File: src/rtl/mp_carry_chain.sv
// Carry-propagation stage for one schoolbook row: adds the inter-limb carry to each
// 128-bit product, emits 64-bit result limbs plus a final carry limb through an output FIFO.
module mp_carry_chain #(
    parameter int FIFO_DEPTH = 4,
    parameter int IDX_W      = 8
) (
    input  logic             clk,
    input  logic             rst_n,
    input  logic             in_valid,
    output logic             in_ready,
    input  logic [127:0]     in_p,
    input  logic             in_first,
    input  logic             in_last,
    output logic             out_valid,
    input  logic             out_ready,
    output logic [63:0]      out_limb,
    output logic [IDX_W-1:0] out_idx,
    output logic             out_last,
    output logic             ovf,
    output logic             err
);

    localparam int PTR_W = (FIFO_DEPTH > 1) ? $clog2(FIFO_DEPTH) : 1;
    localparam int ENT_W = 64 + IDX_W + 1;

    localparam logic [1:0] S_IDLE  = 2'd0;
    localparam logic [1:0] S_RUN   = 2'd1;
    localparam logic [1:0] S_FLUSH = 2'd2;

    logic [1:0]       state_q, state_d;
    logic [64:0]      c_q, c_d;
    logic [IDX_W-1:0] idx_q, idx_d;
    logic             ovf_q, ovf_d;
    logic             err_q, err_d;

    logic [ENT_W-1:0] mem_q [FIFO_DEPTH];
    logic [PTR_W-1:0] wr_ptr_q, rd_ptr_q;
    logic [PTR_W:0]   count_q;

    logic             fifo_full;
    logic             accept;
    logic             fresh;
    logic [64:0]      c_eff;
    logic [IDX_W-1:0] idx_eff;
    logic [128:0]     sum;
    logic             flush_push;
    logic             push;
    logic             pop;
    logic [ENT_W-1:0] push_data;

    assign fifo_full = (count_q == (PTR_W + 1)'(FIFO_DEPTH));
    assign in_ready  = (state_q != S_FLUSH) && !fifo_full;
    assign accept    = in_valid && in_ready;
    assign pop       = (count_q != '0) && out_ready;

    // A first beat, or any beat arriving while idle, starts from a clean carry and index.
    assign fresh   = in_first || (state_q == S_IDLE);
    assign c_eff   = fresh ? 65'd0 : c_q;
    assign idx_eff = fresh ? '0 : idx_q;
    assign sum     = {1'b0, in_p} + {64'd0, c_eff};

    assign flush_push = (state_q == S_FLUSH) && !fifo_full;
    assign push       = accept || flush_push;

    always_comb begin
        // NOTE: every combinational output gets a default first so no path leaves it unassigned (no latch).
        state_d   = state_q;
        c_d       = c_q;
        idx_d     = idx_q;
        ovf_d     = ovf_q;
        err_d     = err_q;
        push_data = '0;
        if (accept) begin
            push_data = {sum[63:0], idx_eff, 1'b0};
            c_d       = sum[128:64];
            idx_d     = idx_eff + IDX_W'(1);
            state_d   = in_last ? S_FLUSH : S_RUN;
            if (in_first && (state_q == S_RUN)) begin
                err_d = 1'b1;
            end
        end else if (flush_push) begin
            push_data = {c_q[63:0], idx_q, 1'b1};
            ovf_d     = ovf_q | c_q[64];
            c_d       = '0;
            idx_d     = '0;
            state_d   = S_IDLE;
        end
    end

    // NOTE: sequential state uses non-blocking assignments so all registers update together at the edge.
    always_ff @(posedge clk or negedge rst_n) begin
        if (!rst_n) begin
            state_q <= S_IDLE;
            c_q     <= '0;
            idx_q   <= '0;
            ovf_q   <= 1'b0;
            err_q   <= 1'b0;
        end else begin
            state_q <= state_d;
            c_q     <= c_d;
            idx_q   <= idx_d;
            ovf_q   <= ovf_d;
            err_q   <= err_d;
        end
    end

    // NOTE: the storage array is reset as well, because out_limb/out_idx/out_last must read zero out of reset.
    always_ff @(posedge clk or negedge rst_n) begin
        if (!rst_n) begin
            for (int i = 0; i < FIFO_DEPTH; i++) begin
                mem_q[i] <= '0;
            end
            wr_ptr_q <= '0;
            rd_ptr_q <= '0;
            count_q  <= '0;
        end else begin
            if (push) begin
                mem_q[wr_ptr_q] <= push_data;
                wr_ptr_q        <= wr_ptr_q + PTR_W'(1);
            end
            if (pop) begin
                rd_ptr_q <= rd_ptr_q + PTR_W'(1);
            end
            case ({push, pop})
                2'b10:   count_q <= count_q + (PTR_W + 1)'(1);
                2'b01:   count_q <= count_q - (PTR_W + 1)'(1);
                default: count_q <= count_q;
            endcase
        end
    end

    assign out_valid                      = (count_q != '0);
    assign {out_limb, out_idx, out_last}  = mem_q[rd_ptr_q];
    assign ovf                            = ovf_q;
    assign err                            = err_q;

endmodule

File: config.mk
export PLATFORM = sky130hd
export DESIGN_NAME = mp_carry_chain
export DESIGN_NICKNAME = d
export VERILOG_FILES = /design/src/rtl/mp_carry_chain.sv
export SDC_FILE = /design/constraint.sdc
export NUM_CORES = 1
export LEC_CHECK = 0
export ABC_CLOCK_PERIOD_IN_PS = 4700
export BUFFER_PORTS_ARGS = -buffer_cell sky130_fd_sc_hd__buf_2
export CAP_MARGIN = 20
export CORE_AREA = 4 4 198 200
export DETAILED_ROUTE_END_ITERATION = 6
export DIE_AREA = 0 0 202 204
export GPL_TIMING_DRIVEN = 0
export PLACE_DENSITY_LB_ADDON = 0.25
export SLEW_MARGIN = 20
export SYNTH_ARGS = -nofsm -noshare
export SYNTH_HDL_FRONTEND = slang
export SYNTH_SLANG_ARGS = --single-unit
File: constraint.sdc
create_clock -name clk -period 4.7 [get_ports clk]
set_input_delay 0.94 -clock clk [delete_from_list [all_inputs] [get_ports clk]]
set_output_delay 0.94 -clock clk [all_outputs]
set_load 0.03 [all_outputs]
==> results of run 1 <==
[per-layer routing]
metal  GRT usage  up-vias  routed length [microns]
met4       0.168        8                     3960
met2       0.631     1215                    37800
met1       0.521    10568                    31800
met5           0        -                       46
met3      0.0655      228                     7570
li1            -     9339                        -
[flip-flops by register name, summed over array words and instances, names as in the netlist]
name / flops
state_q: 2
ovf: 1
count_q: 3
idx_q: 8
err: 1
rd_ptr_q: 2
mem_q: 292
c_q: 65
wr_ptr_q: 2
[where the power goes]
part | internal, uW | total, uW | switching, uW
logic | 2760 | 8530 | 5770
registers | 4430 | 5280 | 841
clock network | 1990 | 3380 | 1390
[layout by cell type, fill, tap and decap left out, drive strengths merged, types with 52 or more instances in the layout]
cell	synthesis	final
and2	81	81
buf	31	265
mux4	73	73
a22oi	57	57
a21oi	121	121
o21ai	376	376
clkbuf	121	173
dfrtp	376	376
nand2	448	448
ha	71	71
nor2	130	130
nand3	63	63
xor2	52	52
xnor2	71	71
[per-stage QoR]
stage          cells  cell area (sq um)  TNS [ns]
2_1_floorplan   2449              22200         0
3_3_place_gp    3170              23900  -1847.38
3_5_place_dp    3174              24000   -281.44
4_1_cts         3260              25700         0
5_1_grt         3263              25800  -0.00446
6_report        3265              25800         0
[worst min path at each step]
stage | to | slack [ns] | depth (start not counted)
after floorplan | mem_q[100]$_DFFE_PN0P_ | 0.44 | 2
after CTS | c_q[15]$_DFFE_PN0P_ | 0.30 | 1
after detailed placement | ovf$_DFFE_PN0P_ | 0.45 | 1
after global routing | c_q[16]$_DFFE_PN0P_ | 0.32 | 1
after global placement | ovf$_DFFE_PN0P_ | 0.44 | 1
final | c_q[13]$_DFFE_PN0P_ | 0.30 | 1
[final cells by class]
cell class	instances	area (sq um)
Multi-Input combinational cell	1883	12300
Fill cell	3009	11600
Sequential cell	376	9410
Timing Repair Buffer	232	1340
Clock buffer	59	1210
Tap cell	511	639
Buffer	147	573
Clock inverter	16	211
Inverter	38	146
Antenna cell	3	7.51
[repair_timing]
| item | in CTS | in global routing |
|---|---|---|
| gates resized for setup | 30 | 26 |
| buffers inserted | 11 | 7 |
| endpoints found under the setup margin | 217 | 137 |
| pin swaps | 7 | 10 |
[kinds of logic (layout without fill, tap and decap cells)]
logic type	Yosys count	in the layout
adder cells (fa/ha/maj)	73	73
AND/OR/NAND/NOR	878	878
buffers and inverters	190	492
other	0	3
XOR/XNOR	123	123
multiplexers	77	77
flip-flops	376	376
AO/OA/AOI/OAI	732	732
==> metrics.txt, run 1 <==
# TYPE chip_impl_metric gauge
chip_impl_info{name="outcome",value="finished clean"} 1
chip_impl_metric{name="area_growth",unit="%"} 16.3
chip_impl_metric{name="finish.utilization",unit=""} 0.690
chip_impl_metric{name="synth-compound-area-share",unit=""} 0.197
chip_impl_metric{name="clock_tree.htree_level_count",unit=""} 2
chip_impl_metric{name="grt_max_degree",unit=""} 87
chip_impl_info{name="worst_path_dominant_cell_family",value="compound AO/OA/AOI/OAI gates"} 1
chip_impl_info{name="critPathLaunchType",value="flop"} 1
chip_impl_metric{name="crit_fanout",unit=""} 10
chip_impl_info{name="timing.setup.critical_path_class",value="reg2reg"} 1
chip_impl_metric{name="num-nets-final",unit=""} 2926
chip_impl_metric{name="global_route.usage.total",unit=""} 0.388
chip_impl_info{name="reg2reg_to",value="c_q[23]$_DFFE_PN0P_"} 1
chip_impl_metric{name="die-area",unit="sq um"} 41200
chip_impl_metric{name="gpl.final_weighted_congestion",unit=""} 1.01
chip_impl_metric{name="synth_area",unit="sq um"} 22200
chip_impl_metric{name="floorplan.initialDensity",unit=""} 0.593
chip_impl_metric{name="rr_worst_depth",unit=""} 18
chip_impl_metric{name="fin_crit",unit="ns"} 4.54
chip_impl_info{name="path_cells",value="nor2_2 > nor2_4 > buf_12 > clkbuf_1 > and2_1 > ha_1 > o21ai_2 > o21a_1 > o31ai_4 > a211oi_2 > a211oi_4 > nand4_4 > a211oi_4 > buf_4 > buf_4 > o211ai_1 > xor2_1 > o21ai_1"} 1
chip_impl_metric{name="reg2reg_setup_slack",unit="ns"} 0.16
chip_impl_metric{name="initialDrtViolationCount",unit=""} 2248
chip_impl_metric{name="first_global_vias",unit=""} 21307
chip_impl_metric{name="synth.yosys.seq_area_share",unit=""} 0.424
chip_impl_metric{name="post_detailed_route_wirelength_per_cell",unit="microns"} 24.9
chip_impl_metric{name="portBuffers",unit=""} 210
chip_impl_metric{name="clock-sinks",unit=""} 376
chip_impl_metric{name="critical_path.n_buffers_inverters",unit=""} 4
chip_impl_metric{name="cts_buffer_depth",unit=""} 3
chip_impl_info{name="post_synth_main_area_contributors",value="sky130_fd_sc_hd__dfrtp_1 42%, sky130_fd_sc_hd__o21ai_0 7.7%, sky130_fd_sc_hd__nand2_1 7.6%"} 1
chip_impl_metric{name="overflow",unit=""} 0
chip_impl_metric{name="fin_worst_hold_slack",unit="ns"} 0.303
chip_impl_info{name="cpMaxStageDelayCell",value="sky130_fd_sc_hd__o31ai_4"} 1
chip_impl_metric{name="max_slew_margin",unit=""} 0.301
chip_impl_metric{name="synthesis.area_per_instance",unit="sq um"} 9.06
chip_impl_metric{name="slew_viol_final",unit=""} 0
chip_impl_metric{name="yosysUniqueCellTypes",unit=""} 74
chip_impl_metric{name="maxClockFrequency",unit="MHz"} 220
chip_impl_metric{name="cellLeakagePower",unit="uW"} 0.0112
chip_impl_info{name="clock-root-buffer",value="sky130_fd_sc_hd__clkbuf_16"} 1
chip_impl_metric{name="synth.area.mux_share",unit=""} 0.0759
chip_impl_metric{name="detailed_routing_iterations_pass_1",unit=""} 6
chip_impl_metric{name="i_o_pin_cnt",unit=""} 211
chip_impl_metric{name="die_extent_in_x",unit="microns"} 202
chip_impl_metric{name="period_share",unit=""} 0.966
chip_impl_metric{name="yosys_register_bits",unit=""} 376
chip_impl_metric{name="synth_simple_gate_area_share",unit=""} 0.180
chip_impl_info{name="clock_tree_from_tritoncts",value="built"} 1
chip_impl_info{name="synth.cells.most_frequent",value="448 x sky130_fd_sc_hd__nand2_1, 376 x sky130_fd_sc_hd__dfrtp_1, 343 x sky130_fd_sc_hd__o21ai_0"} 1
chip_impl_metric{name="fp-row-count",unit=""} 71
chip_impl_metric{name="drc_errors",unit=""} 0
chip_impl_metric{name="floorplan.core_area",unit="sq um"} 37400
chip_impl_metric{name="antenna_violations_before_repair",unit=""} 6
chip_impl_metric{name="cts_buffers",unit=""} 41
chip_impl_metric{name="worstSetupPathDepth",unit=""} 18
chip_impl_metric{name="cp.arrival",unit="ns"} 4.96
chip_impl_metric{name="post_synth_xor_area_fraction",unit=""} 0.0485
chip_impl_info{name="worstSetupEndpointType",value="flop"} 1
chip_impl_metric{name="yosysTopAreaCellShare",unit=""} 0.424
chip_impl_metric{name="transition_time_of_the_tightest_slew_check_pin",unit="ns"} 1.05
chip_impl_metric{name="detailedPlacementHpwl",unit="microns"} 61200
chip_impl_metric{name="vias_per_cell",unit=""} 6.54
chip_impl_metric{name="max_stage_delay",unit="ns"} 0.43
chip_impl_metric{name="maxCapViolCount",unit=""} 0
chip_impl_info{name="worstSetupEndpoint",value="c_q[23]$_DFFE_PN0P_"} 1
chip_impl_metric{name="synth_nets",unit=""} 2656
chip_impl_metric{name="report.final.setup_viol",unit=""} 0
chip_impl_metric{name="synthesized_netlist_cell_count",unit=""} 2449
chip_impl_metric{name="fin_skew",unit="ns"} 0.0232
chip_impl_metric{name="final_hold_viol_count",unit=""} 0
chip_impl_info{name="ys.flop_type",value="sky130_fd_sc_hd__dfrtp_1"} 1
chip_impl_metric{name="post_place_worst_slack",unit="ns"} -1.88
chip_impl_metric{name="final_layout_size_suffix_gt1_frac",unit=""} 0.157
chip_impl_info{name="min_path_type",value="in2async"} 1
chip_impl_info{name="synth_top_area_cell",value="sky130_fd_sc_hd__dfrtp_1"} 1
chip_impl_metric{name="vdd.ir_drop.worst",unit="uV"} 504
chip_impl_metric{name="grt_first_pass_wirelength",unit="microns"} 124000
chip_impl_metric{name="yosys_warnings",unit=""} 0
chip_impl_metric{name="drt_wl_total",unit="microns"} 81200
chip_impl_metric{name="fin_total_pwr",unit="uW"} 17200
chip_impl_metric{name="worst-endpoint-required",unit="ns"} 5.12
chip_impl_metric{name="clk_latency",unit="ns"} 0.58
chip_impl_metric{name="num_vias",unit=""} 21358
chip_impl_info{name="crit_path_start",value="state_q[0]$_DFFE_PN0P_"} 1
chip_impl_metric{name="cts_hold_buffers",unit=""} 0
chip_impl_metric{name="fin_ws",unit="ns"} 0.159
chip_impl_metric{name="antenna_violating_nets_post_route",unit=""} 0
chip_impl_metric{name="synth-adder-area-share",unit=""} 0.0418
chip_impl_metric{name="power.density_cell_area",unit="nW/um^2"} 666
chip_impl_metric{name="count_of_flip_flops_with_a_built_in_enable_after_synthesis",unit=""} 0
chip_impl_info{name="dominant_combinational_cell_family_by_area_after_synthesis",value="compound AO/OA/AOI/OAI gates"} 1
chip_impl_metric{name="clock_pin_slew_of_the_registers_on_the_worst_case_setup_and_hold_paths",unit="ns"} 0.06
chip_impl_metric{name="asyncSetResetFlopFracSynth",unit=""} 1.00
chip_impl_info{name="r2r_start",value="state_q[0]$_DFFE_PN0P_"} 1
chip_impl_metric{name="die_height",unit="microns"} 204
chip_impl_info{name="yosysMostFrequentCell",value="sky130_fd_sc_hd__nand2_1"} 1
(Power assumes the default switching activity.)
==> inputs of run 2 (changes only) <==
ABC_CLOCK_PERIOD_IN_PS = 5900   (was 4700)
clock period = 5.9 ns   (was 4.7 ns; I/O delays follow)
==> run 2 against run 1 <==
Register-to-register slack gained 0.35 ns. Worst hold slack gained 0.16 ns. Global-route usage shrank 0.18 points. Combinational power shrank 21%. Core utilization shrank 0.94 points. Largest cell class unchanged.
==> metrics.txt, run 2 (synthesized netlist as in run 1, its figures left out) <==
# TYPE chip_impl_metric gauge
chip_impl_info{name="outcome",value="finished clean"} 1
chip_impl_metric{name="final_layout_size_suffix_gt1_frac",unit=""} 0.140
chip_impl_metric{name="setup-tns-final",unit="ns"} 0
chip_impl_metric{name="gpl.final_weighted_congestion",unit=""} 1.01
chip_impl_info{name="min_path_type",value="reg2reg"} 1
chip_impl_info{name="worst_path_dominant_cell_family",value="compound AO/OA/AOI/OAI gates"} 1
chip_impl_metric{name="worst-endpoint-required",unit="ns"} 6.32
chip_impl_metric{name="grt_max_degree",unit=""} 87
chip_impl_metric{name="global_route.usage.total",unit=""} 0.386
chip_impl_metric{name="grt_first_pass_wirelength",unit="microns"} 123000
chip_impl_metric{name="floorplan.core_area",unit="sq um"} 37400
chip_impl_metric{name="first_global_vias",unit=""} 21253
chip_impl_metric{name="fillCellCount",unit=""} 3037
chip_impl_metric{name="power.density_cell_area",unit="nW/um^2"} 534
chip_impl_metric{name="max_reg_flops",unit=""} 292
chip_impl_metric{name="max_slew_margin",unit=""} 0.309
chip_impl_info{name="layout_common_cells",value="448 x sky130_fd_sc_hd__nand2_1, 376 x sky130_fd_sc_hd__dfrtp_1, 343 x sky130_fd_sc_hd__o21ai_0"} 1
chip_impl_info{name="regMostFlops",value="mem_q"} 1
chip_impl_metric{name="detailedPlacementHpwl",unit="microns"} 61200
chip_impl_metric{name="clock-sinks",unit=""} 376
chip_impl_info{name="path_cells",value="buf_2 > nor2_4 > clkbuf_1 > and2_1 > ha_1 > nand4_1 > o22ai_1 > a21oi_1 > o21ai_0 > a211oi_1 > o21ai_1 > a22oi_2 > nor4_1 > xnor2_1 > o21ai_0"} 1
chip_impl_metric{name="clock_tree.htree_level_count",unit=""} 2
chip_impl_metric{name="maxClockFrequency",unit="MHz"} 176
chip_impl_metric{name="post_detailed_route_wirelength_per_cell",unit="microns"} 24.8
chip_impl_info{name="clock-root-buffer",value="sky130_fd_sc_hd__clkbuf_16"} 1
chip_impl_metric{name="clk_latency",unit="ns"} 0.57
chip_impl_metric{name="floorplan.initialDensity",unit=""} 0.593
chip_impl_metric{name="overflow",unit=""} 0
chip_impl_metric{name="detailed_routing_iterations_pass_1",unit=""} 6
chip_impl_metric{name="cp.arrival",unit="ns"} 6.10
chip_impl_metric{name="cts_buffers",unit=""} 41
chip_impl_metric{name="num-nets-final",unit=""} 2912
chip_impl_metric{name="vias_per_cell",unit=""} 6.58
chip_impl_metric{name="transition_time_of_the_tightest_slew_check_pin",unit="ns"} 1.04
chip_impl_metric{name="area_growth",unit="%"} 14.7
chip_impl_metric{name="max_stage_delay",unit="ns"} 0.72
chip_impl_metric{name="antenna_violations_before_repair",unit=""} 6
chip_impl_metric{name="post_cts_setup_bufs",unit=""} 0
chip_impl_metric{name="cellLeakagePower",unit="uW"} 0.0111
chip_impl_metric{name="die_extent_in_x",unit="microns"} 202
chip_impl_metric{name="antenna_violating_nets_post_route",unit=""} 0
chip_impl_metric{name="crit_fanout",unit=""} 18
chip_impl_metric{name="cell_area_after_layout",unit="sq um"} 25500
chip_impl_metric{name="drc_errors",unit=""} 0
chip_impl_metric{name="post_cts.resized_instances",unit=""} 4
chip_impl_metric{name="fin_crit",unit="ns"} 5.69
chip_impl_metric{name="i_o_pin_cnt",unit=""} 211
chip_impl_info{name="mostFrequentLayoutCell",value="sky130_fd_sc_hd__nand2_1"} 1
chip_impl_metric{name="critical_path.n_buffers_inverters",unit=""} 2
chip_impl_metric{name="num_vias",unit=""} 21385
chip_impl_metric{name="fp-row-count",unit=""} 71
chip_impl_metric{name="portBuffers",unit=""} 210
chip_impl_metric{name="final_hold_viol_count",unit=""} 0
chip_impl_metric{name="cts_hold_buffers",unit=""} 0
chip_impl_metric{name="clock_pin_slew_of_the_registers_on_the_worst_case_setup_and_hold_paths",unit="ns"} 0.05
chip_impl_metric{name="vdd.ir_drop.worst",unit="uV"} 402
chip_impl_metric{name="maxCapViolCount",unit=""} 0
chip_impl_metric{name="die_height",unit="microns"} 204
chip_impl_metric{name="placed_cell_area",unit="sq um"} 24000
chip_impl_metric{name="report.final.setup_viol",unit=""} 0
chip_impl_info{name="most_used_cell_along_the_critical_path",value="sky130_fd_sc_hd__o21ai_0"} 1
chip_impl_metric{name="die-area",unit="sq um"} 41200
chip_impl_metric{name="period_share",unit=""} 0.964
chip_impl_metric{name="initialDrtViolationCount",unit=""} 2414
chip_impl_metric{name="slew_viol_final",unit=""} 0
chip_impl_info{name="rsz0062_at_grt",value="no"} 1
chip_impl_info{name="critPathLaunchType",value="input port"} 1
chip_impl_info{name="biggestRegsByFlops",value="mem_q: 292 flops, c_q: 65 flops, idx_q: 8 flops"} 1
chip_impl_info{name="clock_tree_from_tritoncts",value="built"} 1
chip_impl_info{name="worstSetupEndpointType",value="flop"} 1
chip_impl_metric{name="fin_skew",unit="ns"} 0.0154
chip_impl_metric{name="cts_buffer_depth",unit=""} 3
chip_impl_metric{name="drt_wl_total",unit="microns"} 80700
chip_impl_info{name="cpMaxStageDelayCell",value="sky130_fd_sc_hd__a22oi_2"} 1
chip_impl_info{name="timing.setup.critical_path_class",value="in2reg"} 1
[run 2: metal layers]
| layer | wire length [microns] | track usage | up-vias | part of all wire |
|---|---|---|---|---|
| met5 | 36 | 0 | - | 0.00045 |
| met4 | 4140 | 0.169 | 8 | 0.051 |
| met3 | 7550 | 0.0624 | 262 | 0.094 |
| met2 | 37400 | 0.624 | 1217 | 0.46 |
| met1 | 31500 | 0.523 | 10558 | 0.39 |
| li1 | - | - | 9340 | - |
[run 2: final cells by class]
class                      instances  area (sq um)  share of cell area
tap                              511           639              0.0251
clock inverter                    16           211             0.00831
sequential                       376          9410               0.370
multi-input combinational       1883         12100               0.475
inverter                          38           143             0.00560
buffer                           151           577              0.0227
timing repair buffer             214          1170              0.0460
clock buffer                      59          1210              0.0477
antenna                            3          7.51            0.000295
[run 2: through the flow]
step / worst slack [ns] / util / std cells / hold WS [ns] / total power, uW
after floorplan: 1.14 / - / 2449 / 0.445 / 8360
after global placement: -3.30 / 0.639 / 3170 / 0.441 / 10400
after detailed placement: -0.918 / 0.642 / 3174 / 0.446 / 10700
after CTS: 0.144 / 0.680 / 3249 / 0.460 / 13400
after global routing: 0.121 / 0.681 / 3249 / 0.471 / 14200
final: 0.212 / 0.681 / 3251 / 0.458 / 13600
[run 2: final timing paths]
| kind | startpoint | to | slack, ns | depth (start not counted) |
|---|---|---|---|---|
| worst max-delay path | in_first | c_q[53]$_DFFE_PN0P_ | 0.21 | 15 |
| worst min-delay path | ovf$_DFFE_PN0P_ | ovf$_DFFE_PN0P_ | 0.46 | 1 |
| worst max register to register | state_q[0]$_DFFE_PN0P_ | c_q[53]$_DFFE_PN0P_ | 0.51 | 15 |
| worst min register to register | ovf$_DFFE_PN0P_ | ovf$_DFFE_PN0P_ | 0.46 | 1 |
| max in group asynchronous | rst_n | mem_q[11]$_DFFE_PN0P_ | 4.13 | 3 |
| min in group asynchronous | rst_n | c_q[16]$_DFFE_PN0P_ | 0.54 | 1 |
[run 2: power by group]
group	switching [uW]	leakage [uW]	internal [uW]
Clock	1110	0.000700	1580
Sequential	667	0.00487	3530
Combinational	4570	0.00550	2130
